**config.mk**
```make
export PLATFORM = sky130hd
export DESIGN_NAME = conv_engine
export DESIGN_NICKNAME = d
export VERILOG_FILES = /design/src/rtl/conv_engine.sv
export SDC_FILE = /design/constraint.sdc
export NUM_CORES = 1
export LEC_CHECK = 0
export CORE_MARGIN = 5
export CORE_UTILIZATION = 56
export DETAILED_ROUTE_END_ITERATION = 10
export GPL_TIMING_DRIVEN = 0
export PLACE_DENSITY = 0.79
export SLEW_MARGIN = 20
export SYNTH_ARGS = -nofsm -noshare
export SYNTH_HDL_FRONTEND = slang
export SYNTH_SLANG_ARGS = --single-unit
```
**constraint.sdc**
```tcl
create_clock -name clk -period 6.3 [get_ports clk]
set_input_delay 0.63 -clock clk [delete_from_list [all_inputs] [get_ports clk]]
set_output_delay 0.63 -clock clk [all_outputs]
set_load 0.01 [all_outputs]
```
**src/rtl/conv_engine.sv**
```systemverilog
// conv_engine: loads a 4x4 image, then computes four 3x3 stride-1 and four 2x2 stride-2 convolutions with one MAC.
// Latency: done rises 52 cycles after the edge that accepts the 16th pixel (36 MAC9 + 16 MAC4 cycles).
// Backpressure: pix_ready is high only in LOAD; gaps in pix_valid stall the load, start is ignored while busy.
// Ports: clk/resetn (sync, active-low); start + k9/k4 kernels; pix_valid/pix_ready/pix_data pixel stream;
//        c9_* / c4_* saturated results; busy (LOAD/MAC9/MAC4); done (results valid and held).
module conv_engine #(
  parameter int PIX_W = 4,
  parameter int W_W   = 2,
  parameter int OUT_W = 8
) (
  input  logic               clk,
  input  logic               resetn,
  input  logic               start,
  input  logic [9*W_W-1:0]   k9,
  input  logic [4*W_W-1:0]   k4,
  input  logic               pix_valid,
  input  logic [PIX_W-1:0]   pix_data,
  output logic               pix_ready,
  output logic [OUT_W-1:0]   c9_11,
  output logic [OUT_W-1:0]   c9_12,
  output logic [OUT_W-1:0]   c9_21,
  output logic [OUT_W-1:0]   c9_22,
  output logic [OUT_W-1:0]   c4_11,
  output logic [OUT_W-1:0]   c4_12,
  output logic [OUT_W-1:0]   c4_21,
  output logic [OUT_W-1:0]   c4_22,
  output logic               busy,
  output logic               done
);

  localparam int PROD_W = PIX_W + W_W;
  // Nine products need four extra bits; never narrower than 11 bits.
  localparam int ACC_W  = (PROD_W + 4 > 11) ? PROD_W + 4 : 11;

  typedef enum logic [2:0] {S_IDLE, S_LOAD, S_MAC9, S_MAC4, S_DONE} state_t;

  state_t             state_q, state_d;
  logic [W_W-1:0]     k9_q [9];
  logic [W_W-1:0]     k4_q [4];
  logic [PIX_W-1:0]   pix_buf [16];
  logic [3:0]         pix_cnt_q;
  logic [1:0]         res_q;      // which of the four results is being accumulated
  logic [1:0]         ki_q, kj_q; // kernel row/col of the current term
  logic [ACC_W-1:0]   acc_q;
  logic [OUT_W-1:0]   c9_q [4];
  logic [OUT_W-1:0]   c4_q [4];

  logic               job_start, beat_acc, mac_en, last_term;
  logic [1:0]         row, col, k_last;
  logic [3:0]         idx9;
  logic [W_W-1:0]     w_sel;
  logic [PIX_W-1:0]   p_sel;
  logic [PROD_W-1:0]  prod;
  logic [ACC_W-1:0]   acc_sum;
  logic [OUT_W-1:0]   sat_val;

  always_comb begin
    state_d   = state_q;
    job_start = 1'b0;
    beat_acc  = 1'b0;
    mac_en    = 1'b0;
    row       = '0;
    col       = '0;
    k_last    = 2'd1;
    idx9      = '0;
    w_sel     = '0;
    case (state_q)
      S_IDLE, S_DONE: begin
        if (start) begin
          job_start = 1'b1;
          state_d   = S_LOAD;
        end
      end
      S_LOAD: begin
        if (pix_valid) begin
          beat_acc = 1'b1;
          if (pix_cnt_q == 4'd15) state_d = S_MAC9;
        end
      end
      S_MAC9: begin
        // Result (r,c) covers pixel rows r..r+2, cols c..c+2 (0-based origin).
        mac_en = 1'b1;
        k_last = 2'd2;
        row    = {1'b0, res_q[1]} + ki_q;
        col    = {1'b0, res_q[0]} + kj_q;
        idx9   = {2'b00, ki_q} * 4'd3 + {2'b00, kj_q};
        w_sel  = k9_q[idx9];
      end
      S_MAC4: begin
        // Stride 2: result (r,c) starts at pixel (2r, 2c).
        mac_en = 1'b1;
        k_last = 2'd1;
        row    = {res_q[1], 1'b0} + ki_q;
        col    = {res_q[0], 1'b0} + kj_q;
        w_sel  = k4_q[{ki_q[0], kj_q[0]}];
      end
      default: state_d = S_IDLE;
    endcase

    last_term = mac_en && (ki_q == k_last) && (kj_q == k_last);
    if (last_term && res_q == 2'd3) begin
      state_d = (state_q == S_MAC9) ? S_MAC4 : S_DONE;
    end
  end

  assign p_sel   = pix_buf[{row, col}];
  assign prod    = PROD_W'(w_sel) * PROD_W'(p_sel);
  assign acc_sum = acc_q + ACC_W'(prod);
  assign sat_val = (|(acc_sum >> OUT_W)) ? '1 : OUT_W'(acc_sum);

  always_ff @(posedge clk) begin
    if (!resetn) begin
      state_q   <= S_IDLE;
      pix_cnt_q <= '0;
      res_q     <= '0;
      ki_q      <= '0;
      kj_q      <= '0;
      acc_q     <= '0;
      for (int i = 0; i < 9; i++) k9_q[i] <= '0;
      for (int i = 0; i < 4; i++) begin
        k4_q[i] <= '0;
        c9_q[i] <= '0;
        c4_q[i] <= '0;
      end
    end else begin
      state_q <= state_d;
      if (job_start) begin
        for (int i = 0; i < 9; i++) k9_q[i] <= k9[i*W_W +: W_W];
        for (int i = 0; i < 4; i++) begin
          k4_q[i] <= k4[i*W_W +: W_W];
          c9_q[i] <= '0;
          c4_q[i] <= '0;
        end
        pix_cnt_q <= '0;
        res_q     <= '0;
        ki_q      <= '0;
        kj_q      <= '0;
        acc_q     <= '0;
      end
      if (beat_acc) pix_cnt_q <= pix_cnt_q + 4'd1;
      if (mac_en) begin
        if (last_term) begin
          // Final term lands straight in the result; accumulator restarts.
          if (state_q == S_MAC9) c9_q[res_q] <= sat_val;
          else                   c4_q[res_q] <= sat_val;
          acc_q <= '0;
          res_q <= res_q + 2'd1;
          ki_q  <= '0;
          kj_q  <= '0;
        end else begin
          acc_q <= acc_sum;
          if (kj_q == k_last) begin
            kj_q <= '0;
            ki_q <= ki_q + 2'd1;
          end else begin
            kj_q <= kj_q + 2'd1;
          end
        end
      end
    end
  end

  // Image buffer carries no reset: its contents are only read after a full load.
  always_ff @(posedge clk) begin
    if (beat_acc) pix_buf[pix_cnt_q] <= pix_data;
  end

  assign pix_ready = (state_q == S_LOAD);
  assign busy      = (state_q == S_LOAD) || (state_q == S_MAC9) || (state_q == S_MAC4);
  assign done      = (state_q == S_DONE);

  assign c9_11 = c9_q[0];
  assign c9_12 = c9_q[1];
  assign c9_21 = c9_q[2];
  assign c9_22 = c9_q[3];
  assign c4_11 = c4_q[0];
  assign c4_12 = c4_q[1];
  assign c4_21 = c4_q[2];
  assign c4_22 = c4_q[3];

endmodule

```
After elaboration in Yosys (flattened, before gate mapping)
Memory sizes are Yosys's and may differ from the RTL's.
Cells that the tools add are included.
- register bits: 24
- memory bits (writable): 154
- bits of input ports: 34
- output and inout port bits: 67
- word-level logic and storage cells: 145
- memories: 5
- add/sub/neg operators: 10
- multipliers: 2
- equal/unequal tests: 12
- muxes and demuxes: 75
- bitwise logic cells: 21
- reduce and logical (&&, ||, !) cells: 14
- memories (name ; words ; bits a word ; read ports ; clocked after memory_dff ; write ports ; RTL line ; source):
    pix_buf ; 16 ; 4 ; 1 ; 0 ; 1 ; 40 ; logic [PIX_W-1:0] pix_buf [16];
    c4_q ; 4 ; 8 ; 4 ; 0 ; 4 ; 46 ; logic [OUT_W-1:0] c4_q [4];
    c9_q ; 4 ; 8 ; 4 ; 0 ; 4 ; 45 ; logic [OUT_W-1:0] c9_q [4];
    k9_q ; 9 ; 2 ; 1 ; 0 ; 9 ; 38 ; logic [W_W-1:0] k9_q [9];
    k4_q ; 4 ; 2 ; 1 ; 0 ; 4 ; 39 ; logic [W_W-1:0] k4_q [4];
- operator list (cell ; count):
    8-bit 2-to-1 mux ; 11
    2-bit 2-to-1 mux ; 27
    11-bit 2-to-1 mux ; 3
    1-bit 2-to-1 mux ; 23
    1-bit bitwise OR ; 21
    8-bit OR reduction ; 2
    3-bit 2-to-1 mux ; 5
    2-bit one-hot mux with 2 select lines ; 3
    11-bit by 6-bit adder with 11-bit output ; 1
    3-bit one-hot mux with 3 select lines ; 1
    4-bit 2-to-1 mux ; 2
    2-bit by 1-bit adder with 2-bit output, second input constant ; 3
    3-bit by 2-bit equality test with 1-bit output, second input constant ; 2
    2-bit by 4-bit multiplier with 6-bit output ; 1
    1-bit by 2-bit adder with 2-bit output ; 2
    2-bit adder ; 2
    4-bit by 1-bit adder with 4-bit output, second input constant ; 1
    4-bit by 2-bit adder with 4-bit output ; 1
    2-bit equality test ; 2
    4-bit equality test, second input constant ; 1
    2-bit by 2-bit multiplier with 4-bit output, second input constant ; 1
    4-bit AND reduction ; 1
    2-bit nonzero test ; 2
    2-bit OR reduction ; 2
    other kinds (11) ; 14

Logic depth before layout (Yosys ltp)
- word-level depth: 11
- depth in mapped cells: 22
- gate-level depth less buffers: 21

Least setup slack after synthesis
Ideal clock, no wire load.
- path type: register -> register
- from: reg ki_q[0]
- to: mem c4_q[0][3], data pin
- setup time: 0.264 ns
- arrival time: 5.277 ns
- data required time: 6.036 ns
- setup slack: 0.759 ns
- stages on the path, launching flop included: 23
- path buffers: 1
- period minus slack after synthesis: 5.541 ns
- path through: dfxtp_1 -> clkbuf_1 -> inv_1 -> fa_1 -> inv_1 -> ha_1 -> inv_1 -> fa_1 -> or2_2 -> o221ai_1 -> a21oi_1 -> o21ai_0 -> nand2_1 -> o22ai_1 -> fa_1 -> ha_1 -> fa_1 -> a211oi_1 -> nor2_1 -> o21ai_1 -> o2111ai_4 -> nor3_4 -> nor2_1
- RTL lines (item ; RTL line ; source):
    start: declaration ; 43 ; logic [1:0] ki_q, kj_q;
    start signal: assignment ; 154 ; ki_q <= ki_q + 2'd1;
    end: declaration ; 46 ;

==> flow_summary_export.csv <==
group,metric,value,unit
sta,tightestPinTransition,1020,ps
setup_path,timing.rr.end,"c9_q[1][0]$_SDFFCE_PN0P_",
route,wl_per_cell,19.4,um
global_route,grt_max_degree,30,
global_route,grt-ovfl-total,0,
cts,cts_hold_buf,0,
route,remaining_drc_errors,0,
setup_path,worst-r2r-setup-slack,330,ps
floorplan,row_count,43,
cts,clock_latency,430,ps
power_and_ir_drop,power_density,260,nW/um^2
placement,place.gp.congestion,0.912,
synthesis,synth_ff_type,"edfxtp_1",
sta,fin_crit_sh,94.8,%
floorplan,die_height,130,um
global_route,grt_first_pass_wirelength,28900,um
synthesis,synth_area_leaders,"edfxtp_1 (58%), dfxtp_1 (6.0%), nor2_1 (4.3%)",
sta,final.min_clock_period,5970,ps
status,status,"complete, no violations",
finish,design_area,10100,sq um
finish,synthToLayoutAreaGrowth,25.7,%
sta,finalSetupViolCount,0,
placement,dp_cells,912,
synthesis,ys_seq_elements,178,
global_route,antenna_found_initial,0,
synthesis,synth_top_area_share,57.7,%
route,vias,5586,
floorplan,ioPinCount,101,
global_route,grt_usage,22.9,%
placement,placed_area,9250,sq um
flow_run,maxCapViolations,0,
cts,cts_buffers,17,
setup_path,r2r-start,"ki_q[0]$_SDFF_PN0_",
floorplan,core-area,14000,sq um
setup_path,cp_max_fo,8,
sta,relSlewSlack,32.0,%
synthesis,synth_fp_nets,692,
finish,diodes,0,
global_route,grt_pass1_vias,5534,
synthesis,synth_edf_count,154,
finish,instances_no_fill,957,
synthesis,ys_seq_area_share,63.7,%
synthesis,syn_area_per_cell,12.7,sq um
setup_path,required,6480,ps
hold_path,min_from,"acc_q[2]$_SDFFE_PN0P_",
placement,place_hpwl,12600,um
route,avgViaCountPerCell,5.84,
synthesis,yosysTopAreaCell,"edfxtp_1",
power_and_ir_drop,cellLeakagePower,3.68,nW
hold_path,holdPathEnd,"acc_q[2]$_SDFFE_PN0P_",
sta,skew,7.60,ps
synthesis,synthDistinctLibCells,59,
hold_path,whs_path_depth,2,
setup_path,ff2ff_path_depth,24,
cts,htree_levels,4,
setup_path,startpoint,"ki_q[0]$_SDFF_PN0_",
synthesis,async_reset_ff_share,0,%
cts,clockRootBuffer,"clkbuf_16",
cts,cts_sinks,178,
cts,cts_tree,"done",
finish,fin_nets,824,
synthesis,synth.cell_area,8020,sq um
setup_path,startpoint_type,"register",
finish,drive_gt1_share,11.8,%
placement,numPortBuffers,100,
sta,final-max-slew-violation-count,0,
synthesis,synth_cells,632,
setup_path,endpoint_kind,"register",
setup_path,worstSetupPathType,"reg2reg",
cts,path_clk_slew,70,ps
sta,hold_viol,0,
route,detailedRoute.firstPassIterationCount,5,
sta,setup_tns,0,ps
cts,clk_path_buf_depth,2,
finish,fill_cells,920,
floorplan,die-area,16800,sq um
synthesis,yosysWarnings,0,
route,wl,18500,um
sta,fmax,0.167,GHz
floorplan,die_w,130,um
hold_path,hold_class,"reg2reg",
synthesis,synth_most_common_cell,"edfxtp_1",
route,drtAntennaViolNets,0,
floorplan,initial_core_util,57.3,%
synthesis,synthTopCellsByCount,"edfxtp_1 (154), nor2_1 (91), nand2_1 (63)",
power_and_ir_drop,worst_ir_drop_vdd,0.209,mV
setup_path,worstPathArrival,6150,ps
route,drt_iter0_markers,579,
==> worst max-delay path by stage <==
stage	end	slack, ps	cells past startpoint
6_report	c9_q[1][0]$_SDFFCE_PN0P_	330	24
5_1_grt	c4_q[1][2]$_SDFFCE_PN0P_	-40	24
4_1_cts	c9_q[1][0]$_SDFFCE_PN0P_	8	24
3_5_place_dp	c4_q[1][5]$_SDFFCE_PN0P_	-300	22
3_3_place_gp	c4_q[3][5]$_SDFFCE_PN0P_	-130	22
2_1_floorplan	c4_q[0][3]$_SDFFCE_PN0P_	760	22
==> worst max-delay path: stages (launching register included) <==
cell and delay, ps:
dfxtp_1 380, clkbuf_4 230, inv_1 80, fa_1 570, inv_1 70, ha_1 200
inv_1 70, fa_1 460, or2_2 320, o221ai_1 180, a21oi_1 80, o21ai_2 190
nand2_1 160, o22ai_2 190, fa_1 450, ha_1 250, fa_1 430, a211oi_1 270
nor2_1 130, o21ai_2 200, o2111ai_4 160, buf_12 190, nor3_4 240, buf_12 150
nor2_1 50
==> area by class of cell <==
| class | instances | area, sq um | share of cell area (%) |
|---|---|---|---|
| Tap cell | 180 | 225 | 2.23 |
| Clock inverter | 14 | 203 | 2.01 |
| Clock buffer | 18 | 429 | 4.26 |
| Timing Repair Buffer | 113 | 1170 | 11.6 |
| Multi-Input combinational cell | 413 | 2760 | 27.4 |
| Buffer | 24 | 123 | 1.22 |
| Sequential cell | 178 | 5100 | 50.6 |
| Inverter | 17 | 63.8 | 0.633 |
==> kinds of logic (layout without fill, tap and decap cells) <==
family	count (synthesis)	count (layout)	share of synthesized area [%]
adders and majority gates	26	26	4.62
muxes	22	22	3.40
AOI/OAI and AO/OA	104	104	8.71
and+or+nand+nor	251	251	16.0
xor gates and xnor gates	10	10	1.33
DFF	178	178	63.7
buffers and inverters	41	186	2.28
==> flip-flops by register name (all words and copies together) (netlist names) <==
signal	cells
k4_q	8
res_q	2
state_q	3
kj_q	2
k9_q	18
pix_cnt_q	4
c4_q	32
pix_buf	64
acc_q	11
ki_q	2
c9_q	32
==> power by group <==
part	switching (mW)	internal, mW	total, mW
combinational	0.0811	0.0785	0.160
sequential	0.0141	1.33	1.34
clock	0.451	0.669	1.12
==> repair_timing <==
| item | CTS | global route |
|---|---|---|
| pin swaps | 9 | 0 |
| buffers inserted | 13 | 0 |
| gates resized for setup | 1 | 10 |
| setup endpoints to repair | 64 | 64 |
==> through the flow <==
stage / util, % / power (mW) / worst slack [ps] / hold slack (ps)
6_report: 72.1 / 2.62 / 326 / 515
5_1_grt: 72.1 / 2.69 / -38.6 / 551
4_1_cts: 71.9 / 2.63 / 7.95 / 517
3_5_place_dp: 66.1 / 1.52 / -296 / 503
3_3_place_gp: 66.1 / 1.52 / -131 / 486
2_1_floorplan: - / 1.42 / 759 / 465
==> cells in the final DEF (no fill, tap or decap), drive strengths merged, types with 9 or more instances in the layout <==
cell type,instances
o21ai,10
mux2i,16
ha,20
a221oi,9
buf,26
nand2,64
a22oi,9
inv,18
nand3,12
a32oi,9
nor2,93
edfxtp,154
clkbuf,29
clkdlybuf4s50,100
a21oi,42
and2,41
nor3,10
dfxtp,24
==> metal layers <==
layer | up-vias | global-route usage [%] | wire, um
met5 | - | 0 | 0
met4 | 0 | 9.47 | 407
met3 | 37 | 4.95 | 1610
met2 | 294 | 37.2 | 9210
met1 | 2689 | 30.2 | 7300
li1 | 2566 | - | -
(Power assumes the default switching activity.)
